### src/rtl/gpu_pkg.sv
// Shared constants for the rect painter stage: record layout and painter state encoding.
package gpu_pkg;

    localparam int COORD_WIDTH = 13;
    localparam int RECT_COUNT  = 64;
    localparam int RECT_WORDS  = 6;

    localparam logic [2:0] OFF_FLAG  = 3'd0;
    localparam logic [2:0] OFF_X     = 3'd1;
    localparam logic [2:0] OFF_Y     = 3'd2;
    localparam logic [2:0] OFF_W     = 3'd3;
    localparam logic [2:0] OFF_H     = 3'd4;
    localparam logic [2:0] OFF_COLOR = 3'd5;

    localparam logic [2:0] IDLE  = 3'd0;
    localparam logic [2:0] CLEAR = 3'd1;
    localparam logic [2:0] FETCH = 3'd2;
    localparam logic [2:0] TEST  = 3'd3;
    localparam logic [2:0] SPAN  = 3'd4;
    localparam logic [2:0] NEXT  = 3'd5;

endpackage

### src/rtl/rect_span_gen.sv
// Combinational scanline hit test and span end for one rect record.
// RECT_CLIP_EN: clip the span end to the screen edge and reject rects starting off-screen.
module rect_span_gen
    import gpu_pkg::*;
#(
    parameter int SCREEN_WIDTH = 640
) (
    input  logic [COORD_WIDTH-1:0] ty,
    input  logic [COORD_WIDTH-1:0] x,
    input  logic [COORD_WIDTH-1:0] y,
    input  logic [COORD_WIDTH-1:0] w,
    input  logic [COORD_WIDTH-1:0] h,
    output logic                   hit,
    output logic [COORD_WIDTH:0]   pend
);

`ifdef RECT_CLIP_EN
    localparam bit CLIP_EN = 1'b1;
`else
    localparam bit CLIP_EN = 1'b0;
`endif

    localparam logic [COORD_WIDTH:0] SW = (COORD_WIDTH + 1)'(SCREEN_WIDTH);

    logic [COORD_WIDTH:0] y_end;
    logic [COORD_WIDTH:0] x_end;

    always_comb begin
        // Sums are one bit wider so rects reaching the coordinate limit never wrap.
        y_end = {1'b0, y} + {1'b0, h};
        x_end = {1'b0, x} + {1'b0, w};
        hit   = (w != '0) && (h != '0) && (ty >= y) && ({1'b0, ty} < y_end);
        pend  = x_end;
        if (CLIP_EN) begin
            if ({1'b0, x} >= SW)
                hit = 1'b0;
            if (x_end > SW)
                pend = SW;
        end
    end

endmodule

### src/rtl/rect_line_painter.sv
// Paints one scanline per line_start from the 64-entry rect buffer into a ping-pong line buffer.
// Span clipping at the screen edge is selected by RECT_CLIP_EN (see rect_span_gen).
module rect_line_painter
    import gpu_pkg::*;
#(
    parameter int          RB_ADDR_WIDTH = 9,
    parameter int          SCREEN_WIDTH  = 640,
    parameter int          LB_ADDR_WIDTH = 10,
    parameter logic [15:0] BG_COLOR      = 16'h0000
) (
    input  logic                     clk,
    input  logic                     reset_n,
    input  logic                     gpu_reset,
    input  logic                     line_start,
    input  logic [COORD_WIDTH-1:0]   line_y,
    output logic [RB_ADDR_WIDTH-1:0] rb_addr,
    input  logic [15:0]              rb_data,
    output logic                     lb_we,
    output logic                     lb_sel,
    output logic [LB_ADDR_WIDTH-1:0] lb_addr,
    output logic [15:0]              lb_wdata,
    output logic                     busy,
    output logic                     overrun
);

    localparam int                       IDX_W    = $clog2(RECT_COUNT);
    localparam logic [IDX_W-1:0]         IDX_LAST = IDX_W'(RECT_COUNT - 1);
    localparam logic [LB_ADDR_WIDTH-1:0] CLR_LAST = LB_ADDR_WIDTH'(SCREEN_WIDTH - 1);
    localparam logic [COORD_WIDTH:0]     SW_PX    = (COORD_WIDTH + 1)'(SCREEN_WIDTH);
    localparam logic [COORD_WIDTH:0]     PX_ONE   = (COORD_WIDTH + 1)'(1);
    localparam logic [RB_ADDR_WIDTH-1:0] RB_STEP  = RB_ADDR_WIDTH'(RECT_WORDS);

    logic [2:0]               state;
    logic [COORD_WIDTH-1:0]   ty, rx, ry, rw, rh;
    logic [15:0]              colour;
    logic [LB_ADDR_WIDTH-1:0] clr_cnt;
    logic [IDX_W-1:0]         idx;
    logic [2:0]               k;
    logic [RB_ADDR_WIDTH-1:0] rb_base;
    logic [COORD_WIDTH:0]     px, pend;
    logic                     sel, ovr;
    logic                     hit;
    logic [COORD_WIDTH:0]     span_pend;

    rect_span_gen #(
        .SCREEN_WIDTH(SCREEN_WIDTH)
    ) u_span (
        .ty  (ty),
        .x   (rx),
        .y   (ry),
        .w   (rw),
        .h   (rh),
        .hit (hit),
        .pend(span_pend)
    );

    always_ff @(posedge clk or negedge reset_n) begin
        if (!reset_n) begin
            state   <= IDLE;
            ty      <= '0;
            rx      <= '0;
            ry      <= '0;
            rw      <= '0;
            rh      <= '0;
            colour  <= '0;
            clr_cnt <= '0;
            idx     <= '0;
            k       <= '0;
            rb_base <= '0;
            px      <= '0;
            pend    <= '0;
            sel     <= 1'b0;
            ovr     <= 1'b0;
        end else if (gpu_reset) begin
            state   <= IDLE;
            ty      <= '0;
            rx      <= '0;
            ry      <= '0;
            rw      <= '0;
            rh      <= '0;
            colour  <= '0;
            clr_cnt <= '0;
            idx     <= '0;
            k       <= '0;
            rb_base <= '0;
            px      <= '0;
            pend    <= '0;
            sel     <= 1'b0;
            ovr     <= 1'b0;
        end else if (line_start) begin
            // A new line always wins; an unfinished pass is abandoned and flagged.
            sel     <= ~sel;
            ty      <= line_y;
            if (state != IDLE)
                ovr <= 1'b1;
            state   <= CLEAR;
            clr_cnt <= '0;
            idx     <= '0;
            k       <= '0;
            rb_base <= '0;
        end else begin
            case (state)
                CLEAR: begin
                    if (clr_cnt == CLR_LAST)
                        state <= FETCH;
                    else
                        clr_cnt <= clr_cnt + 1'b1;
                end
                FETCH: begin
                    // rb_data carries the word addressed in the previous cycle.
                    if (k != 3'd0) begin
                        case (k - 3'd1)
                            OFF_X:   rx <= rb_data[COORD_WIDTH-1:0];
                            OFF_Y:   ry <= rb_data[COORD_WIDTH-1:0];
                            OFF_W:   rw <= rb_data[COORD_WIDTH-1:0];
                            OFF_H:   rh <= rb_data[COORD_WIDTH-1:0];
                            default: ;
                        endcase
                    end
                    if (k == OFF_COLOR) begin
                        k     <= 3'd0;
                        state <= TEST;
                    end else begin
                        k <= k + 3'd1;
                    end
                end
                TEST: begin
                    // The colour word lands here, overlapping the hit test.
                    colour <= rb_data;
                    if (hit) begin
                        px    <= {1'b0, rx};
                        pend  <= span_pend;
                        state <= SPAN;
                    end else begin
                        state <= NEXT;
                    end
                end
                SPAN: begin
                    px <= px + PX_ONE;
                    if (px + PX_ONE == pend)
                        state <= NEXT;
                end
                NEXT: begin
                    if (idx == IDX_LAST) begin
                        state <= IDLE;
                    end else begin
                        idx     <= idx + 1'b1;
                        rb_base <= rb_base + RB_STEP;
                        state   <= FETCH;
                    end
                end
                default: state <= IDLE;
            endcase
        end
    end

    always_comb begin
        rb_addr  = '0;
        lb_we    = 1'b0;
        lb_addr  = '0;
        lb_wdata = '0;
        if (state == FETCH)
            rb_addr = rb_base + RB_ADDR_WIDTH'(k);
        if (state == CLEAR) begin
            lb_we    = 1'b1;
            lb_addr  = clr_cnt;
            lb_wdata = BG_COLOR;
        end else if (state == SPAN) begin
            lb_we    = (px < SW_PX);
            lb_addr  = px[LB_ADDR_WIDTH-1:0];
            lb_wdata = colour;
        end
    end

    assign busy    = (state != IDLE);
    assign lb_sel  = sel;
    assign overrun = ovr;

endmodule

### config.mk
export PLATFORM = sky130hd
export DESIGN_NAME = rect_line_painter
export DESIGN_NICKNAME = d
export VERILOG_FILES = /design/src/rtl/gpu_pkg.sv /design/src/rtl/rect_span_gen.sv /design/src/rtl/rect_line_painter.sv
export SDC_FILE = /design/constraint.sdc
export NUM_CORES = 1
export LEC_CHECK = 0
export CAP_MARGIN = 20
export CORE_ASPECT_RATIO = 1.75
export CORE_MARGIN = 2
export CORE_UTILIZATION = 40
export DETAILED_ROUTE_END_ITERATION = 8
export GPL_ROUTABILITY_DRIVEN = 0
export HOLD_SLACK_MARGIN = 0.15
export PLACE_DENSITY = 0.69
export SYNTH_ARGS = -nofsm -noshare
export SYNTH_HDL_FRONTEND = slang
export SYNTH_SLANG_ARGS = --single-unit
### constraint.sdc
create_clock -name clk -period 3.65 [get_ports clk]
set_clock_uncertainty 0.15 [all_clocks]
set_input_delay 1.095 -clock clk [delete_from_list [all_inputs] [get_ports clk]]
set_output_delay 1.095 -clock clk [all_outputs]
set_load 0.005 [all_outputs]
==> flow_metrics.py, run 1 <==
metrics = {
    "pwr": {
        "pwr-share-clk": 0.426,
        "ir_drop_uv": 234,
        "power_density_mw_per_mm2": 379,
        "intPower_mw": 3.05,
        "switching_power_mw": 1.20,
        "swShare": 0.282,
        "seq_power_share": 0.398,
        "combPwrFrac": 0.176,
        "total_leakage_power_nw": 4.82,
    },
    "routing": {
        "detail-route-antenna-nets": 0,
        "vias": 7835,
        "post_drt_wl_per_cell_microns": 17.4,
        "first_pass_iters": 5,
        "avgViaCountPerCell": 5.55,
        "drt_iter0_markers": 471,
        "routed_wl_microns": 24600,
        "remaining_drc_errors": 0,
    },
    "synth": {
        "synth_simple_gate_area_frac": 0.209,
        "yosys-top-cells-area": "dfrtp_1, ha_1, nand2_1",
        "syn-num-nets": 1089,
        "yosys.area.top_type": "dfrtp_1",
        "yosys.area_share.adder": 0.0854,
        "synth_warnings": 0,
        "synth_area_sq_mm": 0.00882,
        "async_flop_share": 1.00,
        "synth.distinct_cells": 69,
        "syn_area_per_cell_sq_um": 8.85,
        "synth-edff-count": 0,
        "synthMuxAreaShare": 0.0182,
        "yosys_register_bits": 141,
        "synth_top_family_by_area": "simple AND/OR/NAND/NOR gates",
        "synth_xor_area_frac": 0.0625,
        "synthFlopType": "dfrtp_1",
        "synthCells": 997,
        "synth_compound_area_frac": 0.184,
        "synthDominantCellAreaShare": 0.400,
        "synth_seq_area_share": 0.400,
    },
    "finish": {
        "final_nets": 1199,
        "final_cell_count_no_fill": 1412,
        "syn_to_final_growth_pct": 27.0,
        "layout_commonest_cell": "nand2_1",
        "mostFrequentLayoutCells": "nand2_1, dfrtp_1, o21ai_0, nor2_1, clkdlybuf4s50_1",
        "antenna_cells": 0,
        "drive_gt1_frac": 0.150,
    },
    "global_route": {
        "overflow": 0,
        "grt_max_degree": 59,
        "grt_pass1_vias": 7946,
        "track_usage": 0.219,
        "grt_pass1_wl_microns": 40200,
        "grt_antenna_before_repair": 0,
    },
    "floorplan": {
        "io_pins": 72,
        "core_sq_mm": 0.0216,
        "fp.dieW_microns": 116,
        "die_area_sq_mm": 0.0233,
        "fp.dieH_microns": 200,
        "initial_utilization": 0.409,
        "rows": 71,
    },
    "outcome": {
        "violations": "setup timing",
        "outcome": "complete, but fails checks",
    },
    "placement": {
        "dp_hpwl_microns": 17600,
        "port_buffers": 71,
        "place_inst": 1365,
        "dpl_worst_slack_ns": -0.359,
    },
    "clock_tree": {
        "cts_sinks": 141,
        "cts_tree": "yes",
        "clk_pin_slew_ns": 0.06,
        "ctsHtreeMaxLevel": 4,
        "cts-root-buf": "clkbuf_16",
        "clock_path_buffers": 2,
        "numCtsBuffers": 17,
        "clock_latency_ns": 0.43,
    },
    "sta": {
        "whs_ns": 0.354,
        "hold_violations": 0,
        "clock.fmax_mhz": 244,
        "timing.final.crit_share": 1.12,
        "rsz0062_at_grt": "yes",
        "fin_crit_ns": 4.10,
        "worstMarginPinSlew_ns": 0.640,
        "slew_headroom": 0.570,
        "worst_slack_ns": -0.451,
        "slew_viol_final": 0,
        "setup_viol": 29,
    },
    "critical_path": {
        "timing.critical_path.fanout_max": 6,
        "worstPathRequired_ns": 3.84,
        "critPathLaunchType": "flip-flop",
        "worstPathArrival_ns": 4.29,
        "crit_type": "reg2reg",
        "crit_path_end_kind": "flip-flop",
    },
    "hold_path": {
        "min_path_type": "reg2reg",
    },
    "job": {
        "maxCapViolations": 0,
    },
}
==> state kept, by name (all words and copies together), names as in the netlist <==
signal / count
rb_base: 8
overrun: 1
lb_sel: 1
idx: 6
ty: 13
k: 3
pend: 14
px: 14
ry: 13
rx: 13
rh: 13
colour: 16
clr_cnt: 10
rw: 13
state: 3
==> worst max-delay path, stage by stage, from the launching register on <==
cell       delay [ns]
dfrtp_1          0.39
ha_2             0.22
fa_2             0.34
a21o_1           0.20
a21oi_2          0.16
o21bai_1         0.10
a21oi_2          0.26
o21ai_2          0.13
mux2i_1          0.16
nor2_1           0.07
ha_2             0.34
o2bb2ai_1        0.06
a211oi_1         0.17
o211ai_1         0.16
a21o_1           0.22
o2111ai_4        0.36
buf_6            0.17
nand2_8          0.07
buf_6            0.14
o221ai_2         0.13
==> power by group through the flow <==
stage,combinational (mW),clock (mW),sequential (mW)
6_report,0.748,1.81,1.69
3_5_place_dp,0.708,0,1.71
4_1_cts,0.725,1.84,1.69
5_1_grt,0.828,1.91,1.70
3_3_place_gp,0.694,0,1.71
2_1_floorplan,0.431,0,1.69
==> per-layer routing <==
| metal | vias up | track usage | routed length, microns |
|---|---|---|---|
| met4 | 0 | 0.114 | 1190 |
| met5 | - | 0 | 0 |
| met3 | 72 | 0.0302 | 1070 |
| met2 | 245 | 0.381 | 12700 |
| li1 | 3767 | - | - |
| met1 | 3751 | 0.255 | 9670 |
==> kinds of logic after synthesis <==
family,after synthesis
AOI/OAI and AO/OA,257
muxes,16
xor gates and xnor gates,63
adders and majority gates,59
and+or+nand+nor,375
DFF,141
buffers and inverters,86
==> cells in the mapped netlist (3+ instances only) <==
master and number:
or3_1 6, a211oi_1 9, o31a_1 3, xnor2_1 36, dfrtp_1 141, a211o_1 4
nor4_1 11, nor4_4 3, nand2_1 147, o21a_1 3, a22o_1 7, a31o_2 3
o32ai_1 3, nor2_1 77, o221a_2 4, or2_2 3, clkbuf_1 38, inv_1 30
nor2b_1 9, nand3_1 20, o31ai_1 4, nor3_1 16, o211a_1 3, nor3b_1 4
nand3b_1 7, o211ai_1 7, xor2_1 27, mux2i_1 16, o21ai_0 86, a21o_1 10
buf_2 13, nand4_1 16, ha_1 57, or4_1 4, a21oi_1 76, o21bai_1 7
nand2b_1 15, a31oi_1 7, and3_1 23, and2_1 5
==> metrics by stage <==
| step | area (sq um) | setup TNS [ns] | total power, mW | util |
|---|---|---|---|---|
| floorplan | 8850 | -0.240 | 2.12 | - |
| global route | 11200 | -16.33 | 4.43 | 0.519 |
| CTS | 11000 | -8.48 | 4.25 | 0.508 |
| global placement | 10200 | -2.84 | 2.41 | 0.471 |
| finish | 11200 | -11.51 | 4.24 | 0.519 |
| detailed placement | 10200 | -6.97 | 2.42 | 0.471 |
==> cell type report <==
cell class,instances,area (sq um)
Fill cell,1922,10400
Multi-Input combinational cell,770,5200
Sequential cell,141,3530
Timing Repair Buffer,147,1380
Clock buffer,19,443
Tap cell,292,365
Clock inverter,13,165
Inverter,30,113
==> path summary, 6_finish.rpt <==
path,cells after the start,to,startpoint,slack (ns)
worst max-delay path,19,px[11]$_DFFE_PN0P_,rh[0]$_DFFE_PN0P_,-0.45
worst min-delay path,2,overrun$_DFFE_PN0P_,overrun$_DFFE_PN0P_,0.35
worst max register to register,19,px[11]$_DFFE_PN0P_,rh[0]$_DFFE_PN0P_,-0.45
worst min register to register,2,overrun$_DFFE_PN0P_,overrun$_DFFE_PN0P_,0.35
max in group asynchronous,2,pend[6]$_DFFE_PN0P_,reset_n,2.21
min in group asynchronous,1,ty[3]$_DFFE_PN0N_,reset_n,0.44
==> repair_timing <==
| item | in CTS | in global routing |
|---|---|---|
| cloned | 2 | 0 |
| hold buffers | 0 | 0 |
| pin swaps | 24 | 19 |
| buffers inserted | 6 | 10 |
| endpoints found under the setup margin | 41 | 35 |
| gates resized for setup | 21 | 43 |
(Power assumes the default switching activity.)
==> run 2, diff against run 1 <==
--- a/config.mk
+++ b/config.mk
@@ -14,4 +14,5 @@
 export HOLD_SLACK_MARGIN = 0.15
 export PLACE_DENSITY = 0.69
+export SKIP_LAST_GASP = 1
 export SYNTH_ARGS = -nofsm -noshare
 export SYNTH_HDL_FRONTEND = slang
==> constraint.sdc (replaced) <==
create_clock -name clk -period 3.65 [get_ports clk]
set_clock_uncertainty 0.15 [all_clocks]
set_input_delay 0.73 -clock clk [delete_from_list [all_inputs] [get_ports clk]]
set_output_delay 0.73 -clock clk [all_outputs]
set_load 0.005 [all_outputs]
==> run 2 against run 1 <==
The flow still finishes with violations (setup timing). Sequential share of layout area increased by 0.38 points. Via count fell by 1.3%. Hold slack lost 0.22 ns. Maximum frequency up 2.0%. Die area unchanged.
==> flow_metrics.py, run 2 (synthesis results as in run 1) <==
metrics = {
    "routing": {
        "first_pass_iters": 5,
        "vias": 7732,
        "detail-route-antenna-nets": 0,
        "drt_iter0_markers": 374,
        "remaining_drc_errors": 0,
        "post_drt_wl_per_cell_microns": 17.1,
        "avgViaCountPerCell": 5.51,
        "routed_wl_microns": 23900,
    },
    "pwr": {
        "combPwrFrac": 0.172,
        "total_leakage_power_nw": 4.77,
        "intPower_mw": 3.22,
        "pwr-share-clk": 0.443,
        "seq_power_share": 0.385,
        "power_density_mw_per_mm2": 397,
        "swShare": 0.266,
        "switching_power_mw": 1.17,
        "ir_drop_uv": 334,
    },
    "clock_tree": {
        "clock_path_buffers": 2,
        "cts_sinks": 141,
        "clock_latency_ns": 0.43,
        "clk_pin_slew_ns": 0.06,
        "cts-root-buf": "clkbuf_16",
        "ctsHtreeMaxLevel": 4,
        "cts_tree": "yes",
        "numCtsBuffers": 17,
    },
    "sta": {
        "setup_viol": 29,
        "fin_crit_ns": 4.02,
        "worst_slack_ns": -0.371,
        "clock.fmax_mhz": 249,
        "timing.final.crit_share": 1.10,
        "worstMarginPinSlew_ns": 0.758,
        "slew_headroom": 0.495,
        "hold_violations": 0,
        "whs_ns": 0.135,
        "rsz0062_at_grt": "yes",
        "slew_viol_final": 0,
    },
    "outcome": {
        "outcome": "complete, but fails checks",
        "violations": "setup timing",
    },
    "critical_path": {
        "crit_path_end_kind": "flip-flop",
        "critPathLaunchType": "flip-flop",
        "reg2reg_slack_ns": -0.37,
        "cp_cell_sequence": "ha_4 > fa_2 > a21o_1 > a21oi_2 > o21bai_1 > a21oi_2 > o21ai_2 > buf_4 > xnor2_1 > ha_1 > a21oi_1 > o22ai_1 > nor4_1 > buf_4 > a21oi_4 > a2111oi_4 > buf_4 > buf_12 > nor3b_2 > a311oi_1",
        "timing.critical_path.fanout_max": 8,
        "slowest_delay_ns": 0.41,
        "cpMostUsedCell": "buf_4",
        "worstPathRequired_ns": 3.83,
        "worst_path_max_delay_cell": "dfrtp_1",
        "crit_type": "reg2reg",
        "worstPathArrival_ns": 4.20,
    },
    "floorplan": {
        "initial_utilization": 0.409,
        "die_area_sq_mm": 0.0233,
        "rows": 71,
        "core_sq_mm": 0.0216,
        "fp.dieH_microns": 200,
        "io_pins": 72,
        "fp.dieW_microns": 116,
    },
    "finish": {
        "largest_register": "colour",
        "mostFrequentLayoutCells": "dfrtp_1, nand2_1, o21ai_0, nor2_1",
        "largest_reg_flops": 16,
        "syn_to_final_growth_pct": 25.4,
        "antenna_cells": 0,
        "final_cell_count_no_fill": 1403,
        "reg_top3": "colour x16, pend x14, px x14",
        "fillCellCount": 1989,
        "drive_gt1_frac": 0.137,
        "layout_commonest_cell": "dfrtp_1",
        "final_nets": 1190,
    },
    "placement": {
        "port_buffers": 71,
        "place_inst": 1356,
        "dp_hpwl_microns": 17400,
    },
    "hold_path": {
        "min_path_type": "in2async",
    },
    "job": {
        "maxCapViolations": 0,
    },
    "global_route": {
        "grt_antenna_before_repair": 0,
        "overflow": 0,
        "grt_max_degree": 71,
        "track_usage": 0.215,
        "grt_pass1_wl_microns": 39400,
        "grt_pass1_vias": 7906,
    },
}
## run 2: cell count changes in the layout (fill, tap and decap cells not counted), sizes merged
cell / delta
clkdlybuf4s50: +1
bufinv: +2
dlymetal6s2s: -1
clkinvlp: -3
buf: -9
inv: -2
clkbuf: +3
## run 2: path summary, 6_finish.rpt
path	startpoint	end	cells after the start
min in group clk	overrun$_DFFE_PN0P_	overrun$_DFFE_PN0P_	2
max	ry[0]$_DFFE_PN0P_	px[1]$_DFFE_PN0P_	20
max reg2reg	ry[0]$_DFFE_PN0P_	px[1]$_DFFE_PN0P_	20
max in group asynchronous	reset_n	pend[5]$_DFFE_PN0P_	2
min	reset_n	ty[11]$_DFFE_PN0N_	1
min reg2reg	overrun$_DFFE_PN0P_	overrun$_DFFE_PN0P_	2
## run 2: layer usage
layer  vias to the layer above  share of wire  GRT usage
li1                       3743              -          -
met1                      3731           0.40      0.244
met2                       195           0.52      0.379
met3                        63          0.034     0.0311
met4                         0          0.048      0.111
met5                         -              0          0
## run 2: area by class of cell
type,instances,area (sq um),area share
Multi-Input combinational cell,770,5120,0.463
Sequential cell,141,3530,0.319
Timing Repair Buffer,138,1280,0.115
Clock buffer,22,474,0.0429
Tap cell,292,365,0.0330
Clock inverter,10,185,0.0167
Inverter,30,113,0.0102
## run 2: through the flow
step	area [sq um]	utilization	setup slack [ns]	TNS [ns]	total power, mW
5_1_grt	11100	0.513	-0.581	-14.51	4.58
3_3_place_gp	10100	0.468	-0.217	-3.77	2.40
4_1_cts	11000	0.510	-0.331	-7.31	4.40
6_report	11100	0.513	-0.371	-8.41	4.39
3_5_place_dp	10100	0.468	-0.303	-5.93	2.41
2_1_floorplan	8850	-	-0.0262	-0.240	2.12
## run 2: timing repair
item	4_1_cts	5_1_grt
hold endpoints to repair	0	0
hold buffers	0	0
setup endpoints to repair	29	29
gates resized for setup	33	10
gates cloned	1	0
pin swaps	48	18
setup buffers	12	3
## run 2: worst max-delay path, delay by kind of cell, from the launching register on
kind                       cells  cell delay (ns)
DFF                            1             0.41
adders and majority gates      3             0.75
xor gates and xnor gates       1             0.11
AOI/OAI and AO/OA             10             1.59
and+or+nand+nor                2             0.23
buffers and inverters          4             0.69
## run 2: power by group through the flow
stage	clock network [mW]	logic, mW	registers [mW]
2_1_floorplan	0	0.431	1.69
3_3_place_gp	0	0.686	1.71
3_5_place_dp	0	0.696	1.72
4_1_cts	1.97	0.741	1.69
5_1_grt	2.04	0.837	1.70
6_report	1.95	0.753	1.69
